### src/rtl/cfg_slv_pkg.sv
// Shared types and constants for the AXI-Lite configuration responder.
package cfg_slv_pkg;

   typedef enum logic {
      W_IDLE = 1'b0,
      W_ACK  = 1'b1
   } w_state_e;

   typedef enum logic [1:0] {
      R_IDLE = 2'd0,
      R_ADDR = 2'd1,
      R_DATA = 2'd2
   } r_state_e;

   localparam logic [31:0] ERR_RDATA = 32'hFFFF_FFFF;

   // The optional status register lives directly above the last config register.
   function automatic int unsigned status_slot_idx(input int unsigned num_regs);
      return num_regs;
   endfunction

   function automatic logic [31:0] strb_mask(input logic [3:0] strb);
      logic [31:0] m;
      for (int b = 0; b < 4; b++) begin
         m[8*b +: 8] = {8{strb[b]}};
      end
      return m;
   endfunction

endpackage

### src/rtl/cfg_slv_if.sv
// AXI-Lite bus bundle between the config controller (master) and a responder (slave).
interface cfg_slv_if;

   logic        axi_awvalid;
   logic [14:0] axi_awaddr;
   logic        axi_awready;
   logic        axi_wvalid;
   logic [31:0] axi_wdata;
   logic [3:0]  axi_wstrb;
   logic        axi_wready;
   logic        axi_arvalid;
   logic [14:0] axi_araddr;
   logic        axi_arready;
   logic        axi_rvalid;
   logic [31:0] axi_rdata;
   logic        axi_rready;

   modport master (
      output axi_awvalid, axi_awaddr, axi_wvalid, axi_wdata, axi_wstrb,
      output axi_arvalid, axi_araddr, axi_rready,
      input  axi_awready, axi_wready, axi_arready, axi_rvalid, axi_rdata
   );

   modport slave (
      input  axi_awvalid, axi_awaddr, axi_wvalid, axi_wdata, axi_wstrb,
      input  axi_arvalid, axi_araddr, axi_rready,
      output axi_awready, axi_wready, axi_arready, axi_rvalid, axi_rdata
   );

endinterface

### src/rtl/cfg_slv_regfile.sv
// Byte-writable configuration register bank with write pulses and read mux.
// CFG_SLV_STATUS_EN adds a sticky write-1-to-clear status register and irq.
module cfg_slv_regfile
   import cfg_slv_pkg::*;
#(
   parameter int pNUM_REGS = 8,
   parameter int IDX_W     = 10
) (
   input  logic                      clk,
   input  logic                      rst_n,
   input  logic                      wr_en,
   input  logic [IDX_W-1:0]          wr_idx,
   input  logic [31:0]               wr_data,
   input  logic [3:0]                wr_strb,
   input  logic [IDX_W-1:0]          rd_idx,
   output logic [31:0]               rd_data,
   output logic [pNUM_REGS*32-1:0]   reg_out,
   output logic [pNUM_REGS-1:0]      reg_wr_pulse
`ifdef CFG_SLV_STATUS_EN
   ,
   input  logic                      st_wr_en,
   input  logic [31:0]               status_in,
   output logic                      irq
`endif
);

   logic [31:0]          regs_q [pNUM_REGS];
   logic [31:0]          regs_d [pNUM_REGS];
   logic [pNUM_REGS-1:0] pulse_q;
   logic [pNUM_REGS-1:0] pulse_d;

   always_comb begin
      pulse_d = '0;
      for (int k = 0; k < pNUM_REGS; k++) begin
         regs_d[k] = regs_q[k];
         if (wr_en && (wr_idx == IDX_W'(k)) && (wr_strb != 4'h0)) begin
            regs_d[k]  = (regs_q[k] & ~strb_mask(wr_strb)) | (wr_data & strb_mask(wr_strb));
            pulse_d[k] = 1'b1;
         end else begin
            pulse_d[k] = 1'b0;
         end
      end
   end

   always_ff @(posedge clk or negedge rst_n) begin
      if (!rst_n) begin
         for (int k = 0; k < pNUM_REGS; k++) begin
            regs_q[k] <= 32'h0;
         end
         pulse_q <= '0;
      end else begin
         for (int k = 0; k < pNUM_REGS; k++) begin
            regs_q[k] <= regs_d[k];
         end
         pulse_q <= pulse_d;
      end
   end

`ifdef CFG_SLV_STATUS_EN
   localparam logic [IDX_W-1:0] ST_IDX = IDX_W'(status_slot_idx(pNUM_REGS));

   logic [31:0] status_q;
   logic [31:0] status_d;
   logic        irq_q;
   logic        irq_d;

   // A new event on the same bit as a clear keeps the bit set.
   always_comb begin
      status_d = (status_q & ~(st_wr_en ? (wr_data & strb_mask(wr_strb)) : 32'h0)) | status_in;
      irq_d    = |status_d;
   end

   always_ff @(posedge clk or negedge rst_n) begin
      if (!rst_n) begin
         status_q <= 32'h0;
         irq_q    <= 1'b0;
      end else begin
         status_q <= status_d;
         irq_q    <= irq_d;
      end
   end

   assign irq = irq_q;
`endif

   always_comb begin
      rd_data = 32'h0;
      reg_out = '0;
      for (int k = 0; k < pNUM_REGS; k++) begin
         rd_data            = rd_data | ((rd_idx == IDX_W'(k)) ? regs_q[k] : 32'h0);
         reg_out[32*k +: 32] = regs_q[k];
      end
`ifdef CFG_SLV_STATUS_EN
      rd_data = rd_data | ((rd_idx == ST_IDX) ? status_q : 32'h0);
`endif
   end

   assign reg_wr_pulse = pulse_q;

endmodule

### src/rtl/axil_cfg_slave.sv
// AXI-Lite configuration responder: write/read handshake FSMs and offset decode.
// Optional status register and irq are enabled with CFG_SLV_STATUS_EN.
module axil_cfg_slave
   import cfg_slv_pkg::*;
#(
   parameter int pADDR_WIDTH = 12,
   parameter int pDATA_WIDTH = 32,
   parameter int pNUM_REGS   = 8
) (
   input  logic                     axi_clk,
   input  logic                     axi_reset_n,
   input  logic                     cc_enable,
   cfg_slv_if.slave                 bus,
   output logic [pNUM_REGS*32-1:0]  reg_out,
   output logic [pNUM_REGS-1:0]     reg_wr_pulse
`ifdef CFG_SLV_STATUS_EN
   ,
   input  logic [31:0]              status_in,
   output logic                     irq
`endif
);

   localparam int IDX_W = pADDR_WIDTH - 2;

   w_state_e               w_state_q, w_state_d;
   logic [IDX_W-1:0]       wr_idx_q, wr_idx_d;
   logic [pDATA_WIDTH-1:0] wdata_q, wdata_d;
   logic [3:0]             wstrb_q, wstrb_d;
   r_state_e               r_state_q, r_state_d;
   logic [IDX_W-1:0]       rd_idx_q, rd_idx_d;
   logic [pDATA_WIDTH-1:0] rdata_q, rdata_d;

   logic        reg_wr_en_s;
   logic        rd_map_s;
   logic [31:0] rf_rdata_s;
   logic        unused_s;

   assign unused_s = ^{bus.axi_awaddr[14:pADDR_WIDTH], bus.axi_awaddr[1:0],
                       bus.axi_araddr[14:pADDR_WIDTH], bus.axi_araddr[1:0]};

`ifdef CFG_SLV_STATUS_EN
   localparam logic [IDX_W-1:0] ST_IDX = IDX_W'(status_slot_idx(pNUM_REGS));
   logic st_wr_en_s;
`endif

   always_comb begin
      reg_wr_en_s = (w_state_q == W_ACK) && (wr_idx_q < IDX_W'(pNUM_REGS));
      rd_map_s    = (rd_idx_q < IDX_W'(pNUM_REGS));
`ifdef CFG_SLV_STATUS_EN
      st_wr_en_s  = (w_state_q == W_ACK) && (wr_idx_q == ST_IDX);
      rd_map_s    = rd_map_s || (rd_idx_q == ST_IDX);
`endif
   end

   always_comb begin
      w_state_d = w_state_q;
      wr_idx_d  = wr_idx_q;
      wdata_d   = wdata_q;
      wstrb_d   = wstrb_q;
      case (w_state_q)
         W_IDLE: begin
            if (cc_enable && bus.axi_awvalid && bus.axi_wvalid) begin
               w_state_d = W_ACK;
               wr_idx_d  = bus.axi_awaddr[pADDR_WIDTH-1:2];
               wdata_d   = bus.axi_wdata;
               wstrb_d   = bus.axi_wstrb;
            end else begin
               w_state_d = W_IDLE;
            end
         end
         W_ACK:   w_state_d = W_IDLE;
         default: w_state_d = W_IDLE;
      endcase
   end

   // rdata is loaded once on entry to R_DATA so the same-edge write is not seen.
   always_comb begin
      r_state_d = r_state_q;
      rd_idx_d  = rd_idx_q;
      rdata_d   = rdata_q;
      case (r_state_q)
         R_IDLE: begin
            if (cc_enable && bus.axi_arvalid) begin
               r_state_d = R_ADDR;
               rd_idx_d  = bus.axi_araddr[pADDR_WIDTH-1:2];
            end else begin
               r_state_d = R_IDLE;
            end
         end
         R_ADDR: begin
            r_state_d = R_DATA;
            rdata_d   = rd_map_s ? rf_rdata_s : ERR_RDATA;
         end
         R_DATA: begin
            if (bus.axi_rready) begin
               r_state_d = R_IDLE;
               rdata_d   = 32'h0;
            end else begin
               r_state_d = R_DATA;
            end
         end
         default: begin
            r_state_d = R_IDLE;
            rdata_d   = 32'h0;
         end
      endcase
   end

   always_ff @(posedge axi_clk or negedge axi_reset_n) begin
      if (!axi_reset_n) begin
         w_state_q <= W_IDLE;
         wr_idx_q  <= '0;
         wdata_q   <= '0;
         wstrb_q   <= 4'h0;
         r_state_q <= R_IDLE;
         rd_idx_q  <= '0;
         rdata_q   <= '0;
      end else begin
         w_state_q <= w_state_d;
         wr_idx_q  <= wr_idx_d;
         wdata_q   <= wdata_d;
         wstrb_q   <= wstrb_d;
         r_state_q <= r_state_d;
         rd_idx_q  <= rd_idx_d;
         rdata_q   <= rdata_d;
      end
   end

   assign bus.axi_awready = (w_state_q == W_ACK);
   assign bus.axi_wready  = (w_state_q == W_ACK);
   assign bus.axi_arready = (r_state_q == R_ADDR);
   assign bus.axi_rvalid  = (r_state_q == R_DATA);
   assign bus.axi_rdata   = rdata_q;

   cfg_slv_regfile #(
      .pNUM_REGS (pNUM_REGS),
      .IDX_W     (IDX_W)
   ) u_regfile (
      .clk          (axi_clk),
      .rst_n        (axi_reset_n),
      .wr_en        (reg_wr_en_s),
      .wr_idx       (wr_idx_q),
      .wr_data      (wdata_q),
      .wr_strb      (wstrb_q),
      .rd_idx       (rd_idx_q),
      .rd_data      (rf_rdata_s),
      .reg_out      (reg_out),
      .reg_wr_pulse (reg_wr_pulse)
`ifdef CFG_SLV_STATUS_EN
      ,
      .st_wr_en     (st_wr_en_s),
      .status_in    (status_in),
      .irq          (irq)
`endif
   );

endmodule

### src/flat_wrapper.sv
// flat-port wrapper written by rule: the top's interface ports become plain ports
module axil_cfg_slave_flat import cfg_slv_pkg::*;
#(
   parameter int pADDR_WIDTH = 12,
   parameter int pDATA_WIDTH = 32,
   parameter int pNUM_REGS   = 8
)
  (axi_clk, axi_reset_n, cc_enable, reg_out, reg_wr_pulse, bus_axi_awvalid, bus_axi_awaddr, bus_axi_wvalid, bus_axi_wdata, bus_axi_wstrb, bus_axi_arvalid, bus_axi_araddr, bus_axi_rready, bus_axi_awready, bus_axi_wready, bus_axi_arready, bus_axi_rvalid, bus_axi_rdata);
  cfg_slv_if bus_i ();
  input  logic axi_clk;
  input  logic axi_reset_n;
  input  logic cc_enable;
  output logic [pNUM_REGS*32-1:0] reg_out;
  output logic [pNUM_REGS-1:0] reg_wr_pulse;
  input wire logic [$bits(bus_i.axi_awvalid)-1:0] bus_axi_awvalid;
  input wire logic [$bits(bus_i.axi_awaddr)-1:0] bus_axi_awaddr;
  input wire logic [$bits(bus_i.axi_wvalid)-1:0] bus_axi_wvalid;
  input wire logic [$bits(bus_i.axi_wdata)-1:0] bus_axi_wdata;
  input wire logic [$bits(bus_i.axi_wstrb)-1:0] bus_axi_wstrb;
  input wire logic [$bits(bus_i.axi_arvalid)-1:0] bus_axi_arvalid;
  input wire logic [$bits(bus_i.axi_araddr)-1:0] bus_axi_araddr;
  input wire logic [$bits(bus_i.axi_rready)-1:0] bus_axi_rready;
  output wire logic [$bits(bus_i.axi_awready)-1:0] bus_axi_awready;
  output wire logic [$bits(bus_i.axi_wready)-1:0] bus_axi_wready;
  output wire logic [$bits(bus_i.axi_arready)-1:0] bus_axi_arready;
  output wire logic [$bits(bus_i.axi_rvalid)-1:0] bus_axi_rvalid;
  output wire logic [$bits(bus_i.axi_rdata)-1:0] bus_axi_rdata;
  assign bus_i.axi_awvalid = bus_axi_awvalid;
  assign bus_i.axi_awaddr = bus_axi_awaddr;
  assign bus_i.axi_wvalid = bus_axi_wvalid;
  assign bus_i.axi_wdata = bus_axi_wdata;
  assign bus_i.axi_wstrb = bus_axi_wstrb;
  assign bus_i.axi_arvalid = bus_axi_arvalid;
  assign bus_i.axi_araddr = bus_axi_araddr;
  assign bus_i.axi_rready = bus_axi_rready;
  assign bus_axi_awready = bus_i.axi_awready;
  assign bus_axi_wready = bus_i.axi_wready;
  assign bus_axi_arready = bus_i.axi_arready;
  assign bus_axi_rvalid = bus_i.axi_rvalid;
  assign bus_axi_rdata = bus_i.axi_rdata;
  axil_cfg_slave #(.pADDR_WIDTH(pADDR_WIDTH), .pDATA_WIDTH(pDATA_WIDTH), .pNUM_REGS(pNUM_REGS)) u_core (.axi_clk(axi_clk), .axi_reset_n(axi_reset_n), .cc_enable(cc_enable), .bus(bus_i), .reg_out(reg_out), .reg_wr_pulse(reg_wr_pulse));
endmodule
### config.mk
export PLATFORM = sky130hd
export DESIGN_NAME = axil_cfg_slave_flat
export DESIGN_NICKNAME = d
export VERILOG_FILES = /design/src/rtl/cfg_slv_pkg.sv /design/src/rtl/cfg_slv_if.sv /design/src/rtl/cfg_slv_regfile.sv /design/src/rtl/axil_cfg_slave.sv /design/src/flat_wrapper.sv
export SDC_FILE = /design/constraint.sdc
export NUM_CORES = 1
export LEC_CHECK = 0
export CAP_MARGIN = 20
export CORE_ASPECT_RATIO = 1.2
export CORE_MARGIN = 8
export CORE_UTILIZATION = 56
export CTS_BUF_LIST = sky130_fd_sc_hd__clkbuf_4
export DETAILED_ROUTE_END_ITERATION = 6
export PLACE_DENSITY = 0.89
export SLEW_MARGIN = 10
export SYNTH_ARGS = -nofsm -noshare
export SYNTH_HDL_FRONTEND = slang
export SYNTH_SLANG_ARGS = --single-unit
export TNS_END_PERCENT = 20
### constraint.sdc
create_clock -name axi_clk -period 5.3 [get_ports axi_clk]
set_input_delay 1.06 -clock axi_clk [delete_from_list [all_inputs] [get_ports axi_clk]]
set_output_delay 1.06 -clock axi_clk [all_outputs]
set_load 0.1 [all_outputs]
==> summary.md <==
| Metric | Value |
|---|---|
| Status | `finished, final reports clean` |
| Layout Utilization | `about three quarters` |
| Worst setup path class | `reg2out` |
| Max clock buf depth | `3` |
| Total I/O pin count | `~370` |
| Detailed Routing Iterations Pass 1 | `6` |
| Vias per inst | `between 6 and 7` |
| Number of fill cells | `about 1.8k` |
| Post-DR wirelength/cell | `26.19 um` |
| Arrival time at the worst endpoint | `about 2.5 ns` |
| Top flip-flop cell by instance count after synthesis | `sky130_fd_sc_hd__dfrtp_1` |
| Cell with the largest stage delay on the worst path | `sky130_fd_sc_hd__clkdlybuf4s50_1` |
| Beginning of the worst register-to-register path | `u_core.rd_idx_q[0]$_DFFE_PN0P_` |
| Delay-heaviest family, CP | `buffers and inverters` |
| Power density relative to cell area | `roughly 350 nW/um2` |
| Capturing element of the worst setup path | `bus_axi_rvalid` |
| Total global routing overflow | `0` |
| Post-synthesis instance area | `approximately 16000 um2` |
| Max cap viols | `0` |
| Quantity of hold-fixing buffers added after cts | `0` |
| Global placement routability congestion | `roughly 0.85` |
| Clock edge transition at the registers on the reported setup and hold paths | `0.07 ns` |
| Required @ worst endpoint | `4.24 ns` |
| Critical path depth | `3` |
| # resized after CTS | `0` |
| Global-route total usage across every layer | `31.71%` |
| Final #Nets | `around 1.7k` |
| Final period util | `between 60% and 70%` |
| Async set or reset register ratio after synthesis | `100.0%` |
| Total setup violations reported at the end of the flow | `0` |
| Die outline height | `approximately 200 um` |
| Top cells by area, synth | `sky130_fd_sc_hd__dfrtp_1 (57%), sky130_fd_sc_hd__mux2_2 (19%), sky130_fd_sc_hd__mux2i_1 (5.4%)` |
| Synth Area per Inst | `approximately 13 um2` |
| Pin count of the biggest net entering global routing | `around 140` |
| Yosys warns | `0` |
| Final wirelength | `about 54000 um` |
| Number of core rows | `67` |
| Startpoint type of the worst setup path | `flip-flop` |
| Sum Neg Setup Slack | `0 ns` |
| Root buffer cell | `sky130_fd_sc_hd__clkbuf_4` |
| Count of endpoints failing hold in the final timing report | `0` |
| Crit Reg-Reg Endpoint | `u_core.bus.axi_rdata[28]$_DFFE_PN0P_` |
| Worst clock skew | `between 0.03 and 0.04 ns` |
| Number of clock sinks | `about 360` |
| Max Clk Rate | `approximately 280 MHz` |
| Routed Antenna Nets | `0` |
| Largest driver fanout on the critical path | `4` |
| CP Buf/Inv Count | `2` |
| Lkg Pwr | `roughly 0.0096 uW` |
| Number of buffers created by CTS | `slightly below 90` |
| Slew at the pin closest to its max-slew limit | `1.177 ns` |
| Clock tree from TritonCTS | `yes` |
| Worst-Skew Late Latency | `between 0.7 and 0.8 ns` |
| Library cell occupying the most area in the post-synthesis netlist | `sky130_fd_sc_hd__dfrtp_1` |
| Antenna violations before repair | `2` |
| Wire length of the first global-routing pass | `around 80000 um` |
| I/O Buffers | `approximately 360` |
| Post-synthesis instance total | `around 1.2k` |
| Critical path endpoint category | `output port` |
| Largest incremental delay on the critical path | `between 1 and 1.5 ns` |
| HPWL after detailed placement | `about 36000 um` |
| Number of remaining DRC errors | `0` |
| H-tree depth | `3` |
| Number of global-route vias before repair | `around 13k` |
| RSZ-0062 raised after global routing | `false` |
| Number of enable-type register cells in the synthesized netlist | `0` |
| Number of synthesized register bits | `355` |
| Final critical delay including setup and external delays | `3.595 ns` |
| Layout area overhead | `31.90%` |
| Synth unique cells | `52` |
| Max-slew headroom | `roughly a fifth` |
| Worst-path cell chain | `nand2b_1 > inv_1 > clkdlybuf4s50_1` |
| Post CTS Setup Buffer Count | `0` |
| Initial drt markers | `roughly 1.3k` |
| Vias after detailed routing | `~13k` |
| Sequential share of the synthesized area | `~57%` |
| Core outline area | `27750 um2` |
| Worst setup path startpoint | `u_core.r_state_q[0]$_DFF_PN0_` |
| Worst-case reg-to-reg path depth | `4` |
| Final Max Slew Viols | `0` |
| Proportion of layout cells with a drive suffix above 1 | `between 20 and 30%` |
| Worst vdd ir | `between 0.0002 and 0.0003 V` |
| Die area | `between 30000 and 40000 um2` |
| Slack of the worst reg-to-reg path | `about 2.2 ns` |
| X dimension of the die | `168.8 um` |
| Syn_nets | `approximately 1.3k` |
| Hold/Removal Path Class | `in2async` |
| Synth top area share | `between 50% and 60%` |
| Starting utilization of the core area | `a little under three fifths` |
==> worst min-delay path by stage <==
stage	start	end	slack, ns
after floorplan	u_core.wr_idx_q[6]$_DFFE_PN0P_	u_core.wr_idx_q[6]$_DFFE_PN0P_	0.47
after global placement	u_core.bus.axi_rdata[23]$_DFFE_PN0P_	u_core.bus.axi_rdata[23]$_DFFE_PN0P_	0.46
after detailed placement	u_core.bus.axi_rdata[10]$_DFFE_PN0P_	u_core.bus.axi_rdata[10]$_DFFE_PN0P_	0.49
after CTS	axi_reset_n	asynchronous set/reset pin	0.25
after global routing	axi_reset_n	asynchronous set/reset pin	0.27
final	axi_reset_n	asynchronous set/reset pin	0.26
==> cells in the final DEF, fill, tap and decap left out, drive strengths merged, types with 9 or more instances in the layout <==
cell and instances:
a21oi 46, clkbuf 125, buf 16, nor3 11, inv 9, nand3b 15
o21ai 21, nand2b 9, nand3 14, and3 12, a221oi 14, mux2 267
mux2i 85, o22ai 26, clkinv 17, dfrtp 355, clkdlybuf4s50 360, a211oi 14
nand2 154, nor2 51
==> synth_stat cells, drive strengths merged, types with 3 or more instances <==
cell	count
nor4b	4
nor3	11
and3	12
a2111oi	8
o22ai	26
inv	6
a22oi	6
buf	27
mux2	267
a221oi	14
nand4b	3
a31oi	3
a21oi	46
dfrtp	355
nand2b	9
nor4	4
nor2b	4
nand3b	15
a211oi	14
nand3	14
nor2	51
or4	5
o21ai	21
a222oi	3
or3b	3
o2bb2ai	3
clkbuf	45
a2bb2oi	3
mux2i	85
nand2	154
==> logic make-up (layout without fill, tap and decap cells) <==
kind of cell	Yosys count	in the layout	share of synthesized area [%]
muxes	354	354	24.86
buffers and inverters	78	528	2.152
other	0	2	0
and+or+nand+nor	299	299	10.17
DFF	355	355	56.60
AOI/OAI and AO/OA	151	151	6.210
==> metal layers <==
layer  part of all wire (%)  wire length (um)  global-route usage, %
met5                      0                 0                      0
met4                    5.2              2839                  17.78
met3                    8.5              4582                  7.787
met2                     48             26210                  51.91
met1                     38             20530                  38.16
==> worst register-to-register path, stage by stage, from the launching register on <==
cell,delay [ns]
sky130_fd_sc_hd__dfrtp_4,1.14
sky130_fd_sc_hd__nand2_1,1.05
sky130_fd_sc_hd__o22ai_1,0.46
sky130_fd_sc_hd__nor3_1,0.09
sky130_fd_sc_hd__o21ai_0,0.25
==> layout make-up <==
cell class	count	area, um2	area share, %
clock buffers	125	938.4	4.533
clock inverters	21	107.6	0.5198
flip-flops and latches	355	8892	42.96
well taps	379	474.2	2.291
inverters	6	22.52	0.1088
repair buffers	376	3764	18.18
multi-input cells	804	6497	31.39
diodes	2	5.005	0.02418
==> stage by stage <==
stage / setup slack, ns / instance area (um2) / instances / power [uW] / hold WS [ns]
after floorplan: 2.528 / 15700 / 1237 / 4477 / 0.4664
after global placement: 2.180 / 19640 / 1919 / 5105 / 0.4626
after detailed placement: 2.094 / 19640 / 1919 / 5147 / 0.4866
after CTS: 1.655 / 20680 / 2065 / 7338 / 0.2485
after global routing: 1.604 / 20700 / 2068 / 7592 / 0.2674
final: 1.705 / 20700 / 2068 / 7330 / 0.2573
==> where the power goes <==
group / switching, uW / internal (uW)
combinational: 1360 / 492
sequential: 374 / 2900
clock: 1080 / 1130
total: 2810 / 4520
Note: power is estimated with default switching activity, not from simulation.
